$ cat config.mk
export PLATFORM = sky130hd
export DESIGN_NAME = syn_accum
export DESIGN_NICKNAME = d
export VERILOG_FILES = /design/src/rtl/syn_pkg.sv /design/src/rtl/syn_event_fifo.sv /design/src/rtl/syn_accum.sv
export SDC_FILE = /design/constraint.sdc
export NUM_CORES = 1
export LEC_CHECK = 0
export ABC_AREA = 1
export BUFFER_PORTS_ARGS = -buffer_cell sky130_fd_sc_hd__buf_2
export CORE_MARGIN = 2
export CORE_UTILIZATION = 35
export DETAILED_ROUTE_END_ITERATION = 8
export PLACE_DENSITY = 0.56
export SYNTH_ARGS = -nofsm -noshare
export SYNTH_HDL_FRONTEND = slang
export SYNTH_SLANG_ARGS = --single-unit
$ cat constraint.sdc
create_clock -name clk -period 3 [get_ports clk]
set_input_delay 0.3 -clock clk [delete_from_list [all_inputs] [get_ports clk]]
set_output_delay 0.3 -clock clk [all_outputs]
set_load 0.01 [all_outputs]
$ cat src/rtl/syn_pkg.sv
// Shared types and helpers for the synaptic current accumulator.
// Holds the FSM encoding, width defaults and the saturating adder.
package syn_pkg;

  typedef enum logic [1:0] {
    ST_ACC   = 2'd0,
    ST_DRAIN = 2'd1,
    ST_FLUSH = 2'd2
  } state_t;

  localparam int W_DEF  = 16;
  localparam int WW_DEF = 16;
  localparam int XW     = 32;

  // Unsigned acc plus signed weight (both pre-extended to XW),
  // clamped to [0, 2^w-1].
  function automatic logic [XW-1:0] sat_add(
    input logic [XW-1:0] acc,
    input logic [XW-1:0] wt,
    input int unsigned   w
  );
    logic signed [XW+1:0] s;
    logic [XW-1:0]        mx;
    mx = {XW{1'b1}} >> (XW - w);
    s  = $signed({2'b00, acc}) + $signed({{2{wt[XW-1]}}, wt});
    if (s[XW+1])
      sat_add = '0;
    else if (s > $signed({2'b00, mx}))
      sat_add = mx;
    else
      sat_add = s[XW-1:0];
  endfunction

endpackage

$ cat src/rtl/syn_event_fifo.sv
// Small synchronous event FIFO with a combinational head.
// Pointers carry one extra wrap bit to tell full from empty.
module syn_event_fifo #(
  parameter int DW    = 17,
  parameter int DEPTH = 4
) (
  input  logic          clk,
  input  logic          rst_n,
  input  logic          i_push,
  input  logic [DW-1:0] i_data,
  input  logic          i_pop,
  output logic [DW-1:0] o_head,
  output logic          o_full,
  output logic          o_empty
);

  localparam int AW = $clog2(DEPTH);

  logic [DW-1:0] r_mem [DEPTH];
  logic [AW:0]   r_wr;
  logic [AW:0]   r_rd;

  always_ff @(posedge clk) begin
    if (i_push)
      r_mem[r_wr[AW-1:0]] <= i_data;
  end

  always_ff @(posedge clk or negedge rst_n) begin
    if (!rst_n) begin
      r_wr <= '0;
      r_rd <= '0;
    end else begin
      if (i_push)
        r_wr <= r_wr + 1'b1;
      if (i_pop)
        r_rd <= r_rd + 1'b1;
    end
  end

  assign o_head  = r_mem[r_rd[AW-1:0]];
  assign o_empty = (r_wr == r_rd);
  assign o_full  = (r_wr[AW] != r_rd[AW]) &&
                   (r_wr[AW-1:0] == r_rd[AW-1:0]);

endmodule

$ cat src/rtl/syn_accum.sv
// Two-lane synaptic current accumulator feeding the decay stage.
// Sums weighted events per timestep and flushes them with a write strobe.
module syn_accum
  import syn_pkg::*;
#(
  parameter int W     = W_DEF,
  parameter int WW    = WW_DEF,
  parameter int DEPTH = 4
) (
  input  logic          clk,
  input  logic          rst_n,
  input  logic          ev_valid,
  output logic          ev_ready,
  input  logic          ev_lane,
  input  logic [WW-1:0] ev_weight,
  input  logic          step_end,
  output logic [W-1:0]  curr_out1,
  output logic [W-1:0]  curr_out2,
  output logic          write,
  output logic          step_err
);

  state_t        r_state;
  logic [W-1:0]  r_acc1;
  logic [W-1:0]  r_acc2;

  logic          w_push;
  logic          w_pop;
  logic          w_full;
  logic          w_empty;
  logic [WW:0]   w_head;
  logic          w_lane;
  logic [WW-1:0] w_wt;
  logic [W-1:0]  w_sum;
  logic          w_to_flush;

  assign ev_ready   = (r_state == ST_ACC) && !w_full;
  assign w_push     = ev_valid && ev_ready;
  assign w_pop      = !w_empty && (r_state != ST_FLUSH);
  assign w_to_flush = (r_state == ST_DRAIN) && w_empty;
  assign {w_lane, w_wt} = w_head;

  assign w_sum = W'(sat_add(
    w_lane ? XW'(r_acc2) : XW'(r_acc1),
    XW'($signed(w_wt)),
    W));

  syn_event_fifo #(
    .DW    (WW + 1),
    .DEPTH (DEPTH)
  ) u_fifo (
    .clk     (clk),
    .rst_n   (rst_n),
    .i_push  (w_push),
    .i_data  ({ev_lane, ev_weight}),
    .i_pop   (w_pop),
    .o_head  (w_head),
    .o_full  (w_full),
    .o_empty (w_empty)
  );

  always_ff @(posedge clk or negedge rst_n) begin
    if (!rst_n) begin
      r_state   <= ST_ACC;
      r_acc1    <= '0;
      r_acc2    <= '0;
      curr_out1 <= '0;
      curr_out2 <= '0;
      write     <= 1'b0;
      step_err  <= 1'b0;
    end else begin
      write <= 1'b0;
      if (step_end && (r_state != ST_ACC))
        step_err <= 1'b1;
      // Flush only happens with the FIFO empty, so it never races a pop.
      if (w_to_flush) begin
        r_acc1 <= '0;
        r_acc2 <= '0;
      end else if (w_pop) begin
        if (w_lane)
          r_acc2 <= w_sum;
        else
          r_acc1 <= w_sum;
      end
      unique case (r_state)
        ST_ACC: begin
          if (step_end)
            r_state <= ST_DRAIN;
        end
        ST_DRAIN: begin
          if (w_empty) begin
            r_state   <= ST_FLUSH;
            curr_out1 <= r_acc1;
            curr_out2 <= r_acc2;
            write     <= 1'b1;
          end
        end
        ST_FLUSH: r_state <= ST_ACC;
        default:  r_state <= ST_ACC;
      endcase
    end
  end

endmodule
Word level (Yosys, flattened, before mapping)
Memories as Yosys holds them, arrays and structs flattened.
Cells that the tools add are included.

storage, ports and cells
  bits in registers = 74
  memory bits (writable) = 68
  bits of input ports = 21
  output and inout bits = 35
  logic and storage cells = 54
  memories kept = 1

memory list
  memory        depth  bits a word  rd ports  clocked after Yosys merged registers in  write ports  RTL line              RTL
  u_fifo.r_mem  4      17           1         0                                        1            syn_event_fifo.sv:19  logic [DW-1:0] r_mem [DEPTH];

operators by class
  add/sub/neg operators = 3
  magnitude comparators = 1
  eq/ne operators = 8
  mux-type cells = 16
  reductions and logical operators = 16

operators by type and width
  operator                count
  $mux W16                9
  $add A17 B16 Y18        1
  $gt A18 B17 Y1 const B  1
  $ne A2 B2 Y1 const B    4
  $reduce_and A2 Y1       4
  $add A3 B1 Y3 const B   2
  $logic_and A1 B1 Y1     6
  $reduce_bool A2 Y1      3
  $mux W1                 4
  $mux W2                 2
  $pmux W2 S2             1
  $eq A3 B3 Y1            1
  $eq A2 B1 Y1 const B    1
  $eq A2 B2 Y1            1
  $logic_not A1 Y1        2
  $logic_not A2 Y1        1
  $ne A1 B1 Y1            1

Longest topological paths before layout
An unclocked memory read counts as a cell.

  depth after elaboration = 9
  mapped depth = 23
  gate-level depth less buffers = 21

Modules after synthesis
From an unflattened synthesis, not the netlist that was laid out.

unflattened totals
  cells, all modules = 805
  area, all modules = 7274.5 µm²

modules (own cells, without submodules)
  module          instances  cells each  area an instance (µm²)  seq. area each (µm²)
  syn_accum       1          548         4065.1                  1701.6
  syn_event_fifo  1          257         3209.3                  2192.1

Worst setup path before layout
No wires, ideal clock.

  path type = register to register
  from = reg u_fifo.r_rd[0]
  to = reg r_acc1[3]
  library setup time = 65 ps
  arrival time = 2730 ps
  required time = 2935 ps
  slack = 205 ps
  cell stages (with the launch flop) = 21
  buffers on the path = 3
  clock period less this slack = 2795 ps
  path through = dfrtp_1 > buf_6 > inv_4 > nand2_1 > nand3_1 > nand2_2 > inv_2 > buf_1 > nand2_1 > nand2_1 > ha_1 > a21oi_1 > o21ai_1 > a21oi_1 > nand2_1 > nand2_2 > nand2_2 > nor2_4 > buf_6 > nand3_1 > nand2_1

on the way
  longest elaborated chain between the ends = 9
  elaborated cells between the ends (all ways) = 16
  classes of those cells = add/sub: 1; order compare: 1; eq/ne: 2; mux: 6; reduce/logical: 5; memory: 1

RTL lines
  item                      RTL line              RTL
  start: declaration        syn_event_fifo.sv:21  logic [AW:0] r_rd;
  start signal: assignment  syn_event_fifo.sv:36  r_rd <= r_rd + 1'b1;
  $mem_v2 Z4 W17            n/a
  $mux W16                  syn_accum.sv:44       w_lane ? XW'(r_acc2) : XW'(r_acc1),
  $add A17 B16 Y18          syn_pkg.sv:25         s = $signed({2'b00, acc}) + $signed({{2{wt[XW-1]}}, wt});
  $gt A18 B17 Y1            syn_pkg.sv:28         else if (s > $signed({2'b00, mx}))
  $mux W16                  syn_pkg.sv:28
  $mux W16                  syn_pkg.sv:26         if (s[XW+1])
  $mux W16                  syn_accum.sv:80       if (w_lane)
  $mux W16                  syn_accum.sv:79       end else if (w_pop) begin
  $mux W16                  syn_accum.sv:76       if (w_to_flush) begin
  end signal: assignment    syn_accum.sv:83       r_acc1 <= w_sum;
  end: declaration          syn_accum.sv:24       logic [W-1:0] r_acc1;

Parallel ways exist; a longest one is shown, timed or not. The select of a mux whose other input is x is not followed.
A chain may end at the register's enable or synchronous reset.

Final worst setup path
  from = reg u_fifo.r_rd[0]
  to = reg r_acc1[0]

The elaborated chain is that of the path after synthesis.

==> results by group <==
Routing
  – DRC violations left: 0
  – Number of vias in the routed layout: 5134
  – Amount of wire on met2 after detailed routing: 7180 um
  – Total length of routed wires: 15900 um
  – Remaining number of nets flagged by the antenna check after routing: 0
  – Post-route met1 wirelength: 7890 um
  – Routed wire length per instance: 14.4 um
  – Met3 WL: 614 um
  – Highest metal layer used by the detailed router: met4
  – Detailed-routing iteration count for the pre-antenna-repair pass: 5
  – Vias per Instance: 4.67
  – DRC violation total after the first TritonRoute iteration: 371

Die
  – Starting Density: 35.4%
  – Overall die area: 20600 sq um
  – Y dimension of the die: 144 um
  – Area inside the core boundary: 19300 sq um
  – Total I/O pin count: 56
  – DIE WIDTH: 144 um
  – Rows: 51

GRT
  – Antenna violations before repair: 0
  – Vias in the first global route: 4865
  – Maximum number of pins on one net before global-route repair: 75
  – Remaining global-route overflow: 0
  – Total routing usage reported by global routing: 15.7%
  – Global-route wire length before repair: 25200 um

Synth
  – Sequential share of the synthesized area: 57.1%
  – Syn. warnings: 0
  – Netlist cell types: 38
  – Average instance area after synthesis: 9.23 sq um
  – Flop and latch count out of synthesis: 142
  – Number of cells produced by synthesis: 739
  – Syn_nets: 783
  – Netlist area before placement: 6820 sq um

CTS
  – Maximum buffer depth of the clock tree: 2
  – Clock tree root buffer cell: clkbuf_16
  – Clock sink total: 142
  – Clock latency on the worst-skew pair: 0.42 ns
  – Register clock-pin slew on the reported worst setup and hold paths: 0.06 ns
  – CTS Buf Count: 17
  – CTS tree: done
  – Deepest level of the CTS H-tree: 4

STA
  – Hold Slack: 0.0297 ns
  – Crit share post-route: 96.2%
  – Final Max Slew Viols: 0
  – Slew Limit Headroom: 37.3%
  – Shortest period the worst path allows: 2.89 ns
  – Achievable frequency: 0.347 GHz
  – Setup-failing EPs final: 0
  – Slew of the pin with the lowest slew margin: 0.940 ns
  – Final Hold Viols: 0
  – Clock skew: 0.0122 ns

Setup path
  – Category of the most critical setup path: flip-flop to flip-flop
  – Setup crit start kind: flip-flop
  – CP Data Arrival Time: 3.19 ns
  – Count of cells along the worst register-to-register path: 18
  – Data required time at the worst endpoint: 3.30 ns
  – Max Fanout on Critical Path: 8
  – Nature of the critical path endpoint: flip-flop

Place
  – Final weighted congestion in routability-driven placement: 0.844
  – Port Buffers: 55
  – Half-perimeter wire length after placement: 10300 um

Flow run
  – Max-cap violation count: 0

Worst hold path
  – Path type of the worst min-delay path: input pin to asynchronous set/reset pin

Cells and area
  – Post-layout nets: 865
  – Filler Cells Inserted: 1877
  – Area Growth Syn to Fin: 25.8%
  – Count of inserted antenna diode cells: 0
  – Share of final-layout standard cells stronger than drive strength 1: 24.0%

Status
  – Status: complete, no violations
[cell type report]
cell class	instances	area [sq um]	share of cell area (%)
Clock inverter	12	156	1.82
Clock buffer	20	468	5.46
Inverter	46	185	2.16
Multi-Input combinational cell	526	2910	33.9
Sequential cell	142	3890	45.4
Tap cell	265	332	3.87
Timing Repair Buffer	88	634	7.40
[stage by stage]
stage | setup WS, ns | utilization [%] | instances | cell area, sq um | TNS, ns
after detailed placement | 0.00641 | 38.6 | 1051 | 7450 | 0
after CTS | 0.0160 | 41.9 | 1083 | 8080 | 0
final | 0.114 | 44.5 | 1099 | 8580 | 0
after global routing | -0.0430 | 44.5 | 1099 | 8580 | -0.491
after global placement | 0.0120 | 38.6 | 1051 | 7450 | 0
after floorplan | 0.205 | - | 739 | 6820 | 0
[worst max-delay path, stage by stage, from the launching register on]
cell and delay, ns:
dfrtp_2 0.45, nand2_1 0.10, nand3_2 0.10, nand2_4 0.14, inv_8 0.06, or2_2 0.27, o21ai_1 0.15, ha_1 0.24
buf_4 0.13, inv_1 0.04, a21oi_1 0.12, nand2_1 0.09, a21oi_2 0.15, nand2_1 0.09, nand2_2 0.08, nand2_4 0.08
or2_2 0.30, nand3_1 0.10, nand2_1 0.06
[state kept, by name, indices dropped and copies added, names as in the netlist]
register and flops:
step_err 1, curr_out1 16, curr_out2 16, r_acc2 16
u_fifo.r_mem 68, r_state 2, u_fifo.r_wr 3, r_acc1 16
write 1, u_fifo.r_rd 3
[cells in the mapped netlist (all sizes together)]
| library cell | count | area (sq um) |
|---|---|---|
| nor2 | 55 | 214 |
| buf | 14 | 110 |
| nand2 | 300 | 1160 |
| o21bai | 3 | 22.5 |
| clkbuf | 12 | 45.0 |
| o22ai | 15 | 93.8 |
| nand4 | 1 | 6.26 |
| inv | 46 | 178 |
| nor3 | 2 | 15.0 |
| a22o | 1 | 8.76 |
| xnor2 | 10 | 87.6 |
| nand3 | 48 | 275 |
| nand3b | 2 | 15.0 |
| xor2 | 7 | 68.8 |
| fa | 1 | 20.0 |
| nor4 | 1 | 6.26 |
| dfrtp | 74 | 1850 |
| ha | 22 | 275 |
| o21ai | 37 | 208 |
| a21oi | 17 | 100 |
| edfxtp | 68 | 2040 |
| or2 | 3 | 18.8 |
[placed cells by master, fill, tap and decap left out, drive strengths merged, types with 15 or more instances in the layout]
master / Yosys / layout
nand2: 300 / 300
inv: 46 / 48
ha: 22 / 22
o22ai: 15 / 15
dfrtp: 74 / 74
nor2: 55 / 55
clkbuf: 12 / 22
nand3: 48 / 49
edfxtp: 68 / 68
o21ai: 37 / 37
a21oi: 17 / 17
buf: 14 / 86
[timing repair]
action	4_1_cts	5_1_grt
gates cloned	0	4
resized for setup	1	63
setup buffers	0	12
hold buffers	0	0
setup endpoints to repair	13	32
pin swaps	0	14
endpoints found under the hold margin	0	0
[logic make-up after synthesis]
| kind of cell | synth area share [%] |
|---|---|
| AND/OR/NAND/NOR | 25.1 |
| flip-flops | 57.1 |
| AO/OA/AOI/OAI | 6.35 |
| buffers and inverters | 4.88 |
| adder cells (fa/ha/maj) | 4.33 |
| XOR/XNOR | 2.29 |
[path summary, 6_finish.rpt]
check	start	endpoint	slack (ns)
worst min-delay path	rst_n	curr_out1[1]	0.03
worst max-delay path	u_fifo.r_rd[0]	r_acc1[0]	0.11
worst max register to register	u_fifo.r_rd[0]	r_acc1[0]	0.11
max in group asynchronous	rst_n	u_fifo.r_rd[0]	2.33
worst min register to register	curr_out2[12]	curr_out2[12]	0.47
min in group clk	ev_weight[5]	u_fifo.r_mem[1][5]	0.09
[layer usage]
| metal | vias to the layer above | GRT usage, % |
|---|---|---|
| met4 | 0 | 5.11 |
| li1 | 2583 | - |
| met5 | - | 0 |
| met2 | 105 | 23.3 |
| met3 | 18 | 3.23 |
| met1 | 2428 | 22.9 |
Power is left out: the tool's default activity adds up to more than one toggle a clock period on the data nets, which glitch-free logic cannot reach.
